### src/rtl/shift_op_counter_unit_pkg.sv
// Shared opcode and FSM state encodings for the shift/op/counter unit.
package shift_op_counter_unit_pkg;

    localparam int unsigned OP_W = 3;

    localparam logic [OP_W-1:0] OP_LOAD     = 3'b000;
    localparam logic [OP_W-1:0] OP_LOAD_DBL = 3'b001;
    localparam logic [OP_W-1:0] OP_INC      = 3'b010;
    localparam logic [OP_W-1:0] OP_DEC      = 3'b011;
    localparam logic [OP_W-1:0] OP_SHL      = 3'b100;
    localparam logic [OP_W-1:0] OP_SHR      = 3'b101;
    localparam logic [OP_W-1:0] OP_ROL      = 3'b110;
    localparam logic [OP_W-1:0] OP_CLR      = 3'b111;

    localparam logic [0:0] ST_IDLE  = 1'b0;
    localparam logic [0:0] ST_SHIFT = 1'b1;

endpackage

### src/rtl/shift_op_counter_unit_if.sv
// Operation request/response bundle between the sequencer and the unit.
interface shift_op_counter_unit_if
    import shift_op_counter_unit_pkg::*;
#(
    parameter int unsigned WIDTH     = 8,
    parameter int unsigned SHAMT_W   = 4,
    parameter int unsigned CNT_WIDTH = 8
);
    logic                 op_valid;
    logic                 op_ready;
    logic [OP_W-1:0]      op;
    logic [WIDTH-1:0]     data_in;
    logic [SHAMT_W-1:0]   shamt;
    logic                 count_clr;
    logic [WIDTH-1:0]     data_out;
    logic                 carry;
    logic                 busy;
    logic                 done;
    logic [CNT_WIDTH-1:0] op_count;

    modport master (
        output op_valid, op, data_in, shamt, count_clr,
        input  op_ready, data_out, carry, busy, done, op_count
    );

    modport slave (
        input  op_valid, op, data_in, shamt, count_clr,
        output op_ready, data_out, carry, busy, done, op_count
    );

endinterface

### src/rtl/shift_op_sat_counter.sv
// Saturating up-counter; a clear coinciding with an increment restarts at 1.
module shift_op_sat_counter #(
    parameter int unsigned CNT_WIDTH = 8
) (
    input  logic                 clk,
    input  logic                 rst,
    input  logic                 inc,
    input  logic                 clr,
    output logic [CNT_WIDTH-1:0] count
);

    always_ff @(posedge clk or posedge rst) begin
        if (rst) begin
            count <= '0;
        end else if (clr) begin
            count <= inc ? CNT_WIDTH'(1) : '0;
        end else if (inc && (count != '1)) begin
            count <= count + CNT_WIDTH'(1);
        end
    end

endmodule

### src/rtl/shift_op_counter_unit.sv
// Programmable shift/accumulate register: single-cycle arithmetic ops and
// multi-cycle 1-bit-per-clock shifts/rotates, with a saturating op counter.
module shift_op_counter_unit
    import shift_op_counter_unit_pkg::*;
#(
    parameter int unsigned WIDTH     = 8,
    parameter int unsigned SHAMT_W   = 4,
    parameter int unsigned CNT_WIDTH = 8
) (
    input  logic                    clk,
    input  logic                    rst,
    shift_op_counter_unit_if.slave  bus
);

    logic [0:0]         state, state_nxt;
    logic [SHAMT_W-1:0] remaining, remaining_nxt;
    logic [OP_W-1:0]    op_lat, op_lat_nxt;
    logic [WIDTH-1:0]   data_q, data_nxt;
    logic               carry_q, carry_nxt;
    logic               done_q, done_nxt;
    logic               accept;
    logic [WIDTH-1:0]   step_data;
    logic               step_carry;

    assign accept = bus.op_valid & (state == ST_IDLE);

    // One 1-bit step of the latched shift/rotate
    always_comb begin
        step_data  = data_q;
        step_carry = carry_q;
        case (op_lat)
            OP_SHL: begin
                step_data  = {data_q[WIDTH-2:0], 1'b0};
                step_carry = data_q[WIDTH-1];
            end
            OP_SHR: begin
                step_data  = {1'b0, data_q[WIDTH-1:1]};
                step_carry = data_q[0];
            end
            OP_ROL: begin
                step_data  = {data_q[WIDTH-2:0], data_q[WIDTH-1]};
                step_carry = data_q[WIDTH-1];
            end
            default: ;
        endcase
    end

    always_comb begin
        state_nxt     = state;
        remaining_nxt = remaining;
        op_lat_nxt    = op_lat;
        data_nxt      = data_q;
        carry_nxt     = carry_q;
        done_nxt      = 1'b0;
        case (state)
            ST_IDLE: begin
                if (accept) begin
                    done_nxt = 1'b1;
                    case (bus.op)
                        OP_LOAD: begin
                            data_nxt  = bus.data_in;
                            carry_nxt = 1'b0;
                        end
                        OP_LOAD_DBL: begin
                            data_nxt  = {bus.data_in[WIDTH-2:0], 1'b0};
                            carry_nxt = 1'b0;
                        end
                        OP_INC: begin
                            data_nxt  = data_q + WIDTH'(1);
                            carry_nxt = &data_q;
                        end
                        OP_DEC: begin
                            data_nxt  = data_q - WIDTH'(1);
                            carry_nxt = (data_q == '0);
                        end
                        OP_CLR: begin
                            data_nxt  = '0;
                            carry_nxt = 1'b0;
                        end
                        default: begin
                            // Zero-amount shifts complete at once and leave data/carry alone
                            if (bus.shamt != '0) begin
                                done_nxt      = 1'b0;
                                state_nxt     = ST_SHIFT;
                                remaining_nxt = bus.shamt;
                                op_lat_nxt    = bus.op;
                            end
                        end
                    endcase
                end
            end
            ST_SHIFT: begin
                data_nxt      = step_data;
                carry_nxt     = step_carry;
                remaining_nxt = remaining - SHAMT_W'(1);
                if (remaining == SHAMT_W'(1)) begin
                    state_nxt = ST_IDLE;
                    done_nxt  = 1'b1;
                end
            end
            default: state_nxt = ST_IDLE;
        endcase
    end

    always_ff @(posedge clk or posedge rst) begin
        if (rst) begin
            state     <= ST_IDLE;
            remaining <= '0;
            op_lat    <= OP_LOAD;
            data_q    <= '0;
            carry_q   <= 1'b0;
            done_q    <= 1'b0;
        end else begin
            state     <= state_nxt;
            remaining <= remaining_nxt;
            op_lat    <= op_lat_nxt;
            data_q    <= data_nxt;
            carry_q   <= carry_nxt;
            done_q    <= done_nxt;
        end
    end

    shift_op_sat_counter #(.CNT_WIDTH(CNT_WIDTH)) u_cnt (
        .clk   (clk),
        .rst   (rst),
        .inc   (accept),
        .clr   (bus.count_clr),
        .count (bus.op_count)
    );

    assign bus.data_out = data_q;
    assign bus.carry    = carry_q;
    assign bus.done     = done_q;
    assign bus.busy     = (state == ST_SHIFT);
    assign bus.op_ready = (state == ST_IDLE);

endmodule

### src/flat_wrapper.sv
// flat-port wrapper written by rule: the top's interface ports become plain ports
module shift_op_counter_unit_flat import shift_op_counter_unit_pkg::*;
#(
    parameter int unsigned WIDTH     = 8,
    parameter int unsigned SHAMT_W   = 4,
    parameter int unsigned CNT_WIDTH = 8
)
  (clk, rst, bus_op_valid, bus_op, bus_data_in, bus_shamt, bus_count_clr, bus_op_ready, bus_data_out, bus_carry, bus_busy, bus_done, bus_op_count);
  shift_op_counter_unit_if #(.WIDTH(WIDTH), .SHAMT_W(SHAMT_W), .CNT_WIDTH(CNT_WIDTH)) bus_i ();
  input  logic clk;
  input  logic rst;
  input wire logic [$bits(bus_i.op_valid)-1:0] bus_op_valid;
  input wire logic [$bits(bus_i.op)-1:0] bus_op;
  input wire logic [$bits(bus_i.data_in)-1:0] bus_data_in;
  input wire logic [$bits(bus_i.shamt)-1:0] bus_shamt;
  input wire logic [$bits(bus_i.count_clr)-1:0] bus_count_clr;
  output wire logic [$bits(bus_i.op_ready)-1:0] bus_op_ready;
  output wire logic [$bits(bus_i.data_out)-1:0] bus_data_out;
  output wire logic [$bits(bus_i.carry)-1:0] bus_carry;
  output wire logic [$bits(bus_i.busy)-1:0] bus_busy;
  output wire logic [$bits(bus_i.done)-1:0] bus_done;
  output wire logic [$bits(bus_i.op_count)-1:0] bus_op_count;
  assign bus_i.op_valid = bus_op_valid;
  assign bus_i.op = bus_op;
  assign bus_i.data_in = bus_data_in;
  assign bus_i.shamt = bus_shamt;
  assign bus_i.count_clr = bus_count_clr;
  assign bus_op_ready = bus_i.op_ready;
  assign bus_data_out = bus_i.data_out;
  assign bus_carry = bus_i.carry;
  assign bus_busy = bus_i.busy;
  assign bus_done = bus_i.done;
  assign bus_op_count = bus_i.op_count;
  shift_op_counter_unit #(.WIDTH(WIDTH), .SHAMT_W(SHAMT_W), .CNT_WIDTH(CNT_WIDTH)) u_core (.clk(clk), .rst(rst), .bus(bus_i));
endmodule
### config.mk
export PLATFORM = sky130hd
export DESIGN_NAME = shift_op_counter_unit_flat
export DESIGN_NICKNAME = d
export VERILOG_FILES = /design/src/rtl/shift_op_counter_unit_pkg.sv /design/src/rtl/shift_op_counter_unit_if.sv /design/src/rtl/shift_op_sat_counter.sv /design/src/rtl/shift_op_counter_unit.sv /design/src/flat_wrapper.sv
export SDC_FILE = /design/constraint.sdc
export NUM_CORES = 1
export LEC_CHECK = 0
export CORE_ASPECT_RATIO = 0.8
export CORE_MARGIN = 2
export CORE_UTILIZATION = 53
export DETAILED_ROUTE_END_ITERATION = 8
export PLACE_DENSITY = 0.85
export RECOVER_POWER = 25
export SETUP_SLACK_MARGIN = 0.05
export SKIP_CTS_REPAIR_TIMING = 1
export SYNTH_ARGS = -nofsm -noshare
export SYNTH_HDL_FRONTEND = slang
export SYNTH_HIERARCHICAL = 1
export SYNTH_SLANG_ARGS = --single-unit
### constraint.sdc
create_clock -name clk -period 2.55 [get_ports clk]
set_input_delay 0.51 -clock clk [delete_from_list [all_inputs] [get_ports clk]]
set_output_delay 0.51 -clock clk [all_outputs]
set_load 0.005 [all_outputs]
Word level (Yosys, flattened, before mapping) --
Cells that the tools add are included.
Operators by class: add/sub/neg operators 4, multiplexer cells 25, equality and inequality tests 16, bitwise logic cells 3, reductions and logical operators 13
Operators with widths (number):
- case mux 8 bit (5 select lines) | 1
- 2-to-1 mux 8 bit | 3
- case mux 8 bit (3 select lines) | 1
- adder 8 x 1 -> 8 bit (second input constant) | 2
- case mux 8 bit (2 select lines) | 1
- equality test 3 bit (second input constant) | 4
- 2-to-1 mux 4 bit | 3
- 2-to-1 mux 1 bit | 10
- AND reduction 3 bit | 3
- zero test 8 bit | 1
- inequality test 8 bit (second input constant) | 1
- case mux 1 bit (2 select lines) | 4
- case mux 4 bit (2 select lines) | 1
- AND reduction 8 bit | 1
- subtractor 8 x 1 -> 8 bit (second input constant) | 1
- equality test 3 x 2 -> 1 bit (second input constant) | 2
- inequality test 6 x 1 -> 1 bit (second input constant) | 1
- OR reduction 5 bit | 1
- equality test 4 x 1 -> 1 bit (second input constant) | 1
- inequality test 2 x 1 -> 1 bit (second input constant) | 2
- inequality test 4 x 2 -> 1 bit (second input constant) | 1
- inequality test 4 bit (second input constant) | 1
- AND reduction 4 bit | 1
- nonzero test 4 bit | 1
- 12 further kinds | 13
Storage, ports and cells: word-level logic and storage cells 68, bits in registers 26, input port bits 19, output and inout bits 20

Depth between registers and ports, before layout --
Gate-level depths: netlist of run 1.
depth in word-level cells 5, depth in mapped cells 10, gate-level depth less buffers 9

Modules after synthesis --
Netlist of run 1, hierarchy kept.
By module, submodules not included:
- shift_op_counter_unit | instances 1, sequential area each 450.4 sq um, cells an instance 207, area each 1687.9 sq um
- shift_op_sat_counter | instances 1, sequential area each 200.2 sq um, cells an instance 47, area each 450.4 sq um

Worst setup path before layout of run 1 --
No wires, ideal clock.
kind input-to-reg, start input bus_op[2], end register u_core.data_q[4], in the netlist u_core/bus.data_out[4], stages 9, path buffers 0, arrival time 2064 ps, slack 404 ps, data required time 2468 ps, setup time 82 ps, cell sequence nand3b_2 -> xnor2_1 -> ha_1 -> o31a_1 -> or3_1 -> o21ai_1 -> nand3b_1 -> a21oi_1 -> a31oi_1
Between the ends: longest elaborated chain between the ends 4, elaborated cells on any way between the ends 10, classes of those cells 5 x eq/ne; 3 x mux; 2 x reduce/logical
RTL lines:
- from (decl) | RTL line flat_wrapper.sv:13 | input wire logic [$bits(bus_i.op)-1:0] bus_op;
- equality test 3 bit, or another cell as far along | RTL line shift_op_counter_unit.sv:59 | case (bus.op)
- case mux 8 bit (5 select lines) | RTL line shift_op_counter_unit.sv:59
- 2-to-1 mux 8 bit | RTL line shift_op_counter_unit.sv:57 | if (accept) begin
- case mux 8 bit (2 select lines) | RTL line shift_op_counter_unit.sv:55 | case (state)
- to (signal assigned) | RTL line shift_op_counter_unit.sv:117 | data_q <= data_nxt;
- to (decl) | RTL line shift_op_counter_unit.sv:18 | logic [WIDTH-1:0] data_q, data_nxt;
Parallel ways exist; a longest one is shown, timed or not. The select of a mux whose other input is x is not followed. A chain may end at the register's enable or synchronous reset.

Worst setup path in the final report of run 1 --
start input bus_op[2], end register u_core.data_q[6], in the netlist u_core/bus.data_out[6]
Same word-level chain as after synthesis.

==> summary by stage, run 1 <==
Status
The run finished with clean final reports.

Yosys
The synthesis warning total is 6. The cell area that synthesis handed to floorplanning was 0.002138 mm². After synthesis, the largest family of logic cells by area is compound AO/OA/AOI/OAI gates. After Yosys synthesis, XOR and XNOR cells account for 3.686% of the synthesized area. Of the total synthesized cell area, the portion taken by AND, OR, NAND and NOR gates is 19.72%.

The share of cell area taken by muxes after synthesis is 8.894%. Summing the sequential cell areas from Yosys gives 30.43% of the chip area. Counting flops with an async set or reset pin after synthesis yields a share of 100.0%. The post-synthesis area per instance is 8.419 µm². Counting distinct cell types in the post-synthesis netlist gives 63. The flip-flop and latch count after synthesis is 26. The most instantiated flip-flop cell in the synthesis netlist is sky130_fd_sc_hd__dfrtp_1. The number of enable flip-flop cells after synthesis is 0. In the synthesized netlist, the number of instances is 254. The number of nets in the synthesized netlist is 280.

Summing the areas of all compound-gate instances in the mapped netlist gives 26.86% of the synthesized area. After Yosys synthesis, full adders, half adders and majority gates account for 4.564% of the synthesized area.

Timing
Setup violations remaining at the end of the flow were counted as 0. The setup TNS is 0 ns. The share of the clock period used by the worst path after layout is 92.11%. The number of max-slew violations in the final report is 0. Headroom to the max-slew limit came out at 51.00%. On the final layout, the worst clock skew is 0.005393 ns.

The shortest clock period the worst path allows after layout is 2.349 ns. At the pin with the least slew margin, the transition time is 0.7342 ns. The fmax is 425.8 MHz. Setup repair after global routing left no endpoint under its margin. The number of hold-slack violations in the final timing report came to 0.

Flow run
Across the run, the number of max-cap violations was 0.

Pwr
The maximum ir drop on the vdd rail is 614.4 µV. The overall power of the completed layout is 2583 µW. Power spread over the standard cell area amounts to 953.0 mW/mm². For this design the static power due to leakage is 0.001117 µW.

Setup path
The worst setup path category is primary input to flop. The delay of the slowest cell on the worst path is 0.47 ns. Walking the worst path, the cells encountered are clkdlybuf4s50_1, nand3b_2, clkinv_1, ha_2, a21oi_1, a211oi_2, mux2i_1, nor2_1, o31a_1. The required arrival time at the worst endpoint is 2.72 ns. The endpoint arrival time on the critical path is 2.52 ns.

Of all nets on the critical path, the largest fanout is 5. The worst setup path is launched from a primary input. STA classifies the critical path endpoint as a flop. On the critical path, the stage with the largest delay is an instance of sky130_fd_sc_hd__clkdlybuf4s50_1.

Detailed routing
The detailed-routing iteration count for the pre-antenna-repair pass is 5. Detailed routing inserted a total of 2211 vias. Summed over all layers, the routed wires come to 5546 µm. The detail route stage leaves a number of antenna-violating nets equal to 0. In the routed design, unresolved DRC markers number 0.

The number of violations reported at the end of detailed-routing iteration 0 is 200. Using the TritonRoute via totals, the vias-per-cell ratio works out to 6.281. The average routed wire per standard cell is 15.76 µm.

Floorplanning
The die is 75.02 µm wide. 39 I/O pins were placed. The die area is 0.004562 mm².

The die is 60.81 µm tall. The standard cell core area is 0.003829 mm². After floorplanning, the core was divided into 20 placement rows.

The effective utilization at floorplan is 55.85%.

Placement
Detailed placement finished with a half-perimeter wire length of 4147 µm. The routability congestion estimate from global placement is 0.9499. During placement, the flow inserted port buffers numbering 38.

GRT
The first global-routing pass estimated 8956 µm of wire. The number of antenna violations at the first check in global routing was 0. For this run, the total global-route usage over all layers was measured as 25.52%. Entering global routing, the biggest net connects 22 pins. The total global routing overflow is 0. The number of global-route vias before repair was 1927.

Clock tree
The clock tree from TritonCTS is done. The clock tree buffer depth is 2. The CTS H-tree depth is 1.

The clock-pin transition on the worst setup and hold timing paths is 0.09 ns. The clock network latency to the later pin of the worst-skew pair is 0.27 ns. The clock net sink count is 26. The TritonCTS buffer count is 3. The root cell of the clock tree is sky130_fd_sc_hd__clkbuf_8.

Layout
Relative to the synthesized area, the layout overhead comes to 26.74%. The repair_antennas step left the layout with diodes totalling 0. For this run, the post-layout net count is 324.

Of the cells placed in the final design, the portion with a size suffix greater than 1 is 12.12%.

Worst hold path
The worst hold path belongs to the class flop to flop.
per-layer routing:
| layer | routed length [µm] | GRT usage, % |
|---|---|---|
| met1 | 2537 | 37.69 |
| met2 | 2530 | 39.85 |
| met3 | 413 | 4.485 |
| met4 | 65 | 4.337 |
| met5 | 0 | 0 |
synth_stat cells (5+ instances only):
cell	number	area share [%]
sky130_fd_sc_hd__a31oi_1	6	1.8
sky130_fd_sc_hd__mux2i_1	10	4.7
sky130_fd_sc_hd__o21ai_1	8	1.9
sky130_fd_sc_hd__buf_2	7	1.6
sky130_fd_sc_hd__nand3_1	13	3.0
sky130_fd_sc_hd__mux2_1	6	3.2
sky130_fd_sc_hd__inv_1	11	1.9
sky130_fd_sc_hd__o21ai_0	7	1.6
sky130_fd_sc_hd__dfrtp_1	26	30
sky130_fd_sc_hd__a211oi_1	6	2.1
sky130_fd_sc_hd__nor2_1	17	3.0
sky130_fd_sc_hd__xnor2_1	5	2.0
sky130_fd_sc_hd__nand2_1	23	4.0
sky130_fd_sc_hd__a21oi_1	23	5.4
sky130_fd_sc_hd__ha_1	7	4.1
sky130_fd_sc_hd__nand2b_1	5	1.5
power breakdown:
group | leakage (µW) | switching, µW | internal, µW | total, µW
combinational | 0.000766 | 689 | 788 | 1480
clock | 0.0000288 | 133 | 138 | 271
sequential | 0.000322 | 277 | 558 | 835
critical path: cells and delay by family:
kind                     cells  cell delay, ns
AND/OR/NAND/NOR              2            0.22
buffers and inverters        2            0.64
AO/OA/AOI/OAI                3            0.53
multiplexers                 1            0.21
adder cells (fa/ha/maj)      1            0.41
path summary, 6_finish.rpt:
check / start / to / slack [ns] / cells after the start
min in group asynchronous: rst / u_core/u_cnt/count[2] / 0.64 / 2
worst max register to register: u_core/bus.busy / u_core/u_cnt/count[7] / 0.54 / 5
worst max-delay path: bus_op[2] / u_core/bus.data_out[6] / 0.20 / 9
max in group asynchronous: rst / u_core/bus.carry / 1.27 / 2
worst min-delay path: u_core/bus.carry / u_core/bus.carry / 0.53 / 1
worst min register to register: u_core/bus.carry / u_core/bus.carry / 0.53 / 1
flip-flops by register name, summed over array words and instances (netlist names):
signal               flops
u_core/bus.data_out      8
u_core/u_cnt/count       8
u_core/remaining         4
u_core/op_lat            3
u_core/bus.busy          1
u_core/bus.carry         1
u_core/bus.done          1
kinds of logic after synthesis:
family                     count (synthesis)
AOI/OAI and AO/OA                         83
DFF                                       26
adders and majority gates                  8
buffers and inverters                     28
and+or+nand+nor                           82
xor gates and xnor gates                   9
muxes                                     18
through the flow:
step	instances	utilization, %	hold WS, ns	setup slack [ns]	area [µm²]
3_3_place_gp	348	69.05	0.4918	-0.06404	2644
5_1_grt	352	70.78	0.5721	0.07541	2710
3_5_place_dp	348	69.05	0.5169	-0.1166	2644
6_report	352	70.78	0.5330	0.2013	2710
2_1_floorplan	254	-	0.3257	0.4041	2138
4_1_cts	352	70.49	0.5152	0.1848	2699
cells in the final DEF, fill, tap and decap left out, types with 3 or more instances in the layout:
cell,n
sky130_fd_sc_hd__xnor2_1,5
sky130_fd_sc_hd__nand3_1,13
sky130_fd_sc_hd__nand2_1,23
sky130_fd_sc_hd__mux2_1,6
sky130_fd_sc_hd__or3_1,3
sky130_fd_sc_hd__ha_1,5
sky130_fd_sc_hd__a21oi_1,23
sky130_fd_sc_hd__o21ai_0,7
sky130_fd_sc_hd__o21ai_1,8
sky130_fd_sc_hd__buf_4,15
sky130_fd_sc_hd__mux2i_1,10
sky130_fd_sc_hd__a31oi_1,6
sky130_fd_sc_hd__a211oi_1,5
sky130_fd_sc_hd__xor2_1,4
sky130_fd_sc_hd__nor2_1,17
sky130_fd_sc_hd__nand2b_1,5
sky130_fd_sc_hd__dfrtp_1,26
sky130_fd_sc_hd__o22a_1,3
sky130_fd_sc_hd__clkbuf_8,4
sky130_fd_sc_hd__o211ai_1,4
sky130_fd_sc_hd__o221ai_1,3
sky130_fd_sc_hd__clkdlybuf4s50_1,37
sky130_fd_sc_hd__inv_1,11
area by class of cell:
type	count	area, µm²
fillers	305	1119
multi-input cells	200	1374
repair buffers	54	513.0
flip-flops and latches	26	650.6
inverters	13	48.80
clock buffers	4	55.05
well taps	55	68.82
(Power assumes the default switching activity.)
==> run 2, diff against run 1 <==
--- a/config.mk
+++ b/config.mk
@@ -8,7 +8,9 @@
 export CORE_ASPECT_RATIO = 0.8
 export CORE_MARGIN = 2
 export CORE_UTILIZATION = 53
+export CTS_CLUSTER_SIZE = 10
 export DETAILED_ROUTE_END_ITERATION = 8
+export HOLD_SLACK_MARGIN = 0.02
 export PLACE_DENSITY = 0.85
 export RECOVER_POWER = 25
 export SETUP_SLACK_MARGIN = 0.05
==> results of run 2 <==
Final layout, timing and power as in run 1 (identical DEF).
==> edit 1 (config.mk and constraints of run 2) <==
`CNT_WIDTH` is set to 8 in 4 places; all go to 12.
--- a/src/rtl/shift_op_counter_unit_if.sv
+++ b/src/rtl/shift_op_counter_unit_if.sv
@@ -4,7 +4,7 @@
 #(
     parameter int unsigned WIDTH     = 8,
     parameter int unsigned SHAMT_W   = 4,
-    parameter int unsigned CNT_WIDTH = 8
+    parameter int unsigned CNT_WIDTH = 12
 );
     logic                 op_valid;
     logic                 op_ready;
--- a/src/rtl/shift_op_sat_counter.sv
+++ b/src/rtl/shift_op_sat_counter.sv
@@ -1,6 +1,6 @@
 // Saturating up-counter; a clear coinciding with an increment restarts at 1.
 module shift_op_sat_counter #(
-    parameter int unsigned CNT_WIDTH = 8
+    parameter int unsigned CNT_WIDTH = 12
 ) (
     input  logic                 clk,
     input  logic                 rst,
--- a/src/rtl/shift_op_counter_unit.sv
+++ b/src/rtl/shift_op_counter_unit.sv
@@ -5,7 +5,7 @@
 #(
     parameter int unsigned WIDTH     = 8,
     parameter int unsigned SHAMT_W   = 4,
-    parameter int unsigned CNT_WIDTH = 8
+    parameter int unsigned CNT_WIDTH = 12
 ) (
     input  logic                    clk,
     input  logic                    rst,
--- a/src/flat_wrapper.sv
+++ b/src/flat_wrapper.sv
@@ -3,7 +3,7 @@
 #(
     parameter int unsigned WIDTH     = 8,
     parameter int unsigned SHAMT_W   = 4,
-    parameter int unsigned CNT_WIDTH = 8
+    parameter int unsigned CNT_WIDTH = 12
 )
   (clk, rst, bus_op_valid, bus_op, bus_data_in, bus_shamt, bus_count_clr, bus_op_ready, bus_data_out, bus_carry, bus_busy, bus_done, bus_op_count);
   shift_op_counter_unit_if #(.WIDTH(WIDTH), .SHAMT_W(SHAMT_W), .CNT_WIDTH(CNT_WIDTH)) bus_i ();
Interface: changed (resized bus_op_count); port bits go from 39 to 43. No check against the original RTL was run, so the function may have changed too.
==> edit 1 against run 2 <==
Setup slack worse by 0.029 ns. Synthesized cell count is 10% higher. Sequential power is 5.5% higher. Die area is 12% higher. Highest routed layer unchanged. Cell count is 9.9% higher. Sequential cell count is 4 higher. Cell area is 13% higher. Area after synthesis is 13% higher. Power is 11% higher. Critical path depth stayed put. Non-clock buffer count is 5 higher. Clock power is 66% higher. Combinational power is 4% higher. Wire length is 17% higher.
==> edit 1: results (changes against run 2) <==
Outcome
  • Outcome: finished, final reports clean (unchanged)

Drt
  • Vias: 2441 (was 2211)
  • Routed WL: 6.48 mm (was 5.55 mm)

Place
  • Placed instance count: 379 (was 348)
  • Hpwl dp: 4.80 mm (was 4.15 mm)
  • RD Place Congestion: 0.923 (was 0.950)
  • Dpl ws: -0.164 ns (was -0.117 ns)
  • Post-DP Area: 2960 um^2 (was 2640 um^2)
  • IO Port Bufs: 42 (was 38)

Timing
  • Worst Tran Pin Value: 0.729 ns (was 0.734 ns)
  • Clock Skew: 0.00459 ns (was 0.00539 ns)

Yosys
  • Avg Inst Size Synth: 8.63 um^2 (was 8.42 um^2)
  • Sequential-to-total area share from yosys stat: 0.311 (was 0.304)
  • Mapped Nets: 306 (was 280)
  • Yosys cell types: 69 (was 63)
  • Area contributors post-synth: dfrtp_1 (31%), a21oi_1 (5.4%), mux2i_1 (3.7%) (was dfrtp_1 (30%), a21oi_1 (5.4%), mux2i_1 (4.7%))
  • Synth top cells by count: dfrtp_1 (30), a21oi_1 (26), nor2_1 (24) (was dfrtp_1 (26), a21oi_1 (23), nand2_1 (23))

Cells and area
  • # fillers: 331 (was 305)
  • Max reg flops: 12
  • Share of layout cells above drive strength 1: 0.136 (was 0.121)
  • Non-Filler Instances: 387 (was 352)

Clock network
  • Total number of H-tree levels: 2 (was 1)
  • CTS buffer count: 5 (was 3)
  • Clock Latency Late Sink: 0.29 ns (was 0.27 ns)
  • Reg clk slew, reported paths: 0.06 ns (was 0.09 ns)

Global routing
  • Total track usage: 0.269 (was 0.255)
  • First-pass GRT wire length: 10.7 mm (was 8.96 mm)
  • Vias in the first global route: 2186 (was 1927)

Pwr
  • LEAKAGE: 0.00130 uW (was 0.00112 uW)
-- edit 1: cell count changes after synthesis, sizes merged, moves of 2 or more --
cell / change
nor4b: +2
and3: +3
nand2: -2
a21oi: +3
nor4: +2
nand3: +2
dfrtp: +4
nor2: +7
mux2: +2
nor2b: +2
-- edit 1: metal layers --
| metal | vias up | part of all wire | global-route usage |
|---|---|---|---|
| met5 | - | 0 | 0 |
| met4 | 0 | 0.019 | 0.0884 |
| met3 | 18 | 0.093 | 0.0494 |
| met2 | 130 | 0.45 | 0.401 |
| met1 | 1152 | 0.44 | 0.392 |
| li1 | 1141 | - | - |
-- edit 1: logic make-up (layout without fill, tap and decap cells) --
group | Yosys count | in the layout | share of synthesized area
fa+ha+maj | 8 | 8 | 0.0404
xor+xnor | 9 | 9 | 0.0326
flops | 30 | 30 | 0.311
mux | 19 | 19 | 0.0839
simple gates | 99 | 99 | 0.236
compound gates | 85 | 85 | 0.238
buf+inv | 30 | 80 | 0.0585
-- edit 1: where the power goes --
group	switching [uW]	leakage [uW]	internal (uW)	total [uW]
registers	257	0.000378	624	881
logic	747	0.000864	791	1540
clock network	178	0.0000575	272	450
-- edit 1: cell type report --
cell class                      count  area [um^2]  share of cell area
Tap cell                           57         71.3              0.0232
Multi-Input combinational cell    220         1530               0.498
Inverter                           13         48.8              0.0159
Timing Repair Buffer               59          561               0.182
Sequential cell                    30          751               0.244
Clock buffer                        8          110              0.0358
-- edit 1: final timing paths --
path,start,endpoint,slack [ns],depth (start not counted)
worst max-delay path,bus_op[2],u_core/bus.data_out[5]$_DFFE_PP0P_,0.17,9
worst min-delay path,u_core/bus.carry$_DFFE_PP0P_,u_core/bus.carry$_DFFE_PP0P_,0.52,1
worst max register to register,u_core/bus.data_out[4]$_DFFE_PP0P_,u_core/bus.data_out[7]$_DFFE_PP0P_,0.61,6
worst min register to register,u_core/bus.carry$_DFFE_PP0P_,u_core/bus.carry$_DFFE_PP0P_,0.52,1
max in group asynchronous,rst,u_core/bus.data_out[1]$_DFFE_PP0P_,1.27,2
min in group asynchronous,rst,u_core/u_cnt/count[4]$_DFFE_PP0P_,0.72,2
-- edit 1: critical path: stages --
cell and delay, ns:
clkdlybuf4s50_1 0.47, nand3b_2 0.16, clkinv_1 0.15, ha_1 0.26
buf_4 0.17, maj3_1 0.38, a21oi_1 0.19, a21oi_1 0.10
o22a_1 0.18
==> edit 2 (config.mk and constraints of run 2) <==
Without the edit above. `data_q` no longer has a reset.
--- a/src/rtl/shift_op_counter_unit.sv
+++ b/src/rtl/shift_op_counter_unit.sv
@@ -107,17 +107,19 @@
             state     <= ST_IDLE;
             remaining <= '0;
             op_lat    <= OP_LOAD;
-            data_q    <= '0;
             carry_q   <= 1'b0;
             done_q    <= 1'b0;
         end else begin
             state     <= state_nxt;
             remaining <= remaining_nxt;
             op_lat    <= op_lat_nxt;
-            data_q    <= data_nxt;
             carry_q   <= carry_nxt;
             done_q    <= done_nxt;
         end
+    end
+
+    always_ff @(posedge clk) begin
+        data_q <= data_nxt;
     end
 
     shift_op_sat_counter #(.CNT_WIDTH(CNT_WIDTH)) u_cnt (
Formal check against the unedited RTL: not equivalent (Yosys sat finds a counterexample within 4 cycles, from zero or initial values and one cycle with rst high).
==> edit 2 against run 2 <==
Non-clock buffer count grew 6. Highest routed layer unchanged. Critical path type unchanged. Cell count decreased by 8.5%. Cell area fell by 4.2%. Wire length fell by 5.8%. Sequential cell count unchanged. Global-route usage rose by 0.74 points. Power fell by 5.2%. Area after synthesis decreased by 7.7%. Setup slack worse by 0.057 ns.
==> edit 2: results (changes against run 2) <==
Critical path
  • Crit path arrival time: 2.42 ns (was 2.52 ns)
  • Max stage delay on crit path: 0.52 ns (was 0.47 ns)
  • Reg2reg end: u_core/bus.data_out[4]$_DFFE_PP_ (was u_core/u_cnt/count[7]$_DFFE_PP0P_)
  • Worst r2r src: u_core/bus.data_out[1]$_DFFE_PP_ (was u_core/bus.busy$_DFF_PP0_)
  • Register-to-Register Path Depth: 7 (was 5)
  • Reg-to-reg slack, setup: 0.58 ns (was 0.54 ns)
  • CP Max Fanout: 4 (was 5)

Global routing
  • First-pass GRT wire length: 8.60 mm (was 8.96 mm)
  • Total track usage: 0.263 (was 0.255)
  • Largest net degree at the start of global routing: 16 (was 22)
  • Vias in the first global route: 1863 (was 1927)

Yosys
  • Avg Inst Size Synth: 8.69 um^2 (was 8.42 um^2)
  • Area contributors post-synth: dfrtp_1 (23%), edfxtp_1 (12%), ha_1 (4.4%) (was dfrtp_1 (30%), a21oi_1 (5.4%), mux2i_1 (4.7%))
  • EDFF count, synth: 8 (was 0)
  • Mapped Nets: 253 (was 280)
  • Sequential-to-total area share from yosys stat: 0.350 (was 0.304)
  • Synth Flop Type: dfrtp_1 (unchanged)
  • Ys Warns: 6 (unchanged)
  • Yosys cell types: 57 (was 63)
  • Fraction of registers with async set/reset: 0.692 (was 1.00)
  • Synth top cells by count: nand2_1 (21), dfrtp_1 (18), a21oi_1 (17) (was dfrtp_1 (26), a21oi_1 (23), nand2_1 (23))

Floorplanning
  • Die ar.: 4230 um^2 (was 4560 um^2)

Drt
  • DRT iter0 DRCs: 168 (was 200)
  • WL per Instance: 16.2 um (was 15.8 um)
  • Vias per inst: 6.33 (was 6.28)
  • First-pass iteration count of the detailed router: 6 (was 5)

Clock network
  • Root buffer cell: clkbuf_8 (unchanged)
  • Max clock buf depth: 2 (unchanged)
  • Total number of H-tree levels: 1 (unchanged)
  • CTS buffer count: 3 (unchanged)

Cells and area
  • Share of layout cells above drive strength 1: 0.146 (was 0.121)
  • Total Nets Final: 307 (was 324)
  • Antenna cells: 0 (unchanged)
  • Non-Filler Instances: 322 (was 352)

Place
  • Hpwl dp: 3.76 mm (was 4.15 mm)
  • Post-DP Area: 2520 um^2 (was 2640 um^2)
  • RD Place Congestion: 0.868 (was 0.950)
  • Dpl ws: -0.130 ns (was -0.117 ns)

Pwr
  • Final Power: 2450 uW (was 2580 uW)
  • NetSw: 972 uW (was 1100 uW)
  • Clk power: 269 uW
  • Peak supply drop: 683 uV (was 614 uV)
  • Seq pwr: 875 uW (was 835 uW)
  • LEAKAGE: 0.00106 uW (was 0.00112 uW)

Timing
  • Clock Skew: 0.00296 ns (was 0.00539 ns)
  • Max-slew headroom: 0.650 (was 0.510)
  • WHS: 0.531 ns (was 0.533 ns)

Min path
  • Hold crit path type: reg -> reg (unchanged)
  • Worst Hold Path Cells: 1 (unchanged)

Outcome
  • Outcome: finished, final reports clean (unchanged)
[edit 2: per-layer routing]
metal | up-vias | track usage | part of all wire
li1 | 978 | - | -
met1 | 935 | 0.382 | 0.44
met2 | 115 | 0.389 | 0.45
met3 | 10 | 0.0445 | 0.095
met4 | 0 | 0.108 | 0.015
met5 | - | 0 | 0
[edit 2: how the worst max path moves through the flow]
| stage | startpoint | slack (ns) | end |
|---|---|---|---|
| after floorplan | bus_op[0] | 0.15 | u_core/bus.data_out[4]$_DFFE_PP_ |
| after global placement | bus_op[0] | -0.11 | u_core/bus.data_out[4]$_DFFE_PP_ |
| after detailed placement | bus_op[2] | -0.13 | u_core/bus.data_out[7]$_DFFE_PP_ |
| after CTS | bus_op[2] | 0.17 | u_core/bus.data_out[6]$_DFFE_PP_ |
| after global routing | bus_op[0] | 0.03 | u_core/bus.data_out[6]$_DFFE_PP_ |
| final | bus_op[0] | 0.14 | u_core/bus.data_out[6]$_DFFE_PP_ |
[edit 2: cell families (layout without fill, tap and decap cells)]
logic type | Yosys count | in the layout | share of synthesized area
mux | 10 | 10 | 0.0539
simple gates | 79 | 79 | 0.214
flops | 26 | 26 | 0.350
fa+ha+maj | 7 | 7 | 0.0444
compound gates | 73 | 73 | 0.254
xor+xnor | 8 | 8 | 0.0355
buf+inv | 24 | 77 | 0.0488
[edit 2: worst max-delay path, delay by kind of cell]
kind            cells  cell delay [ns]
fa+ha+maj           1             0.21
simple gates        3             0.23
xor+xnor            1             0.14
compound gates      2             0.36
buf+inv             5             0.97
[edit 2: final cells by class]
type | instances | area [um^2]
Multi-Input combinational cell | 177 | 1200
Fill cell | 254 | 900
Sequential cell | 26 | 691
Timing Repair Buffer | 60 | 548
Clock buffer | 4 | 55.1
Tap cell | 42 | 52.6
Inverter | 13 | 51.3
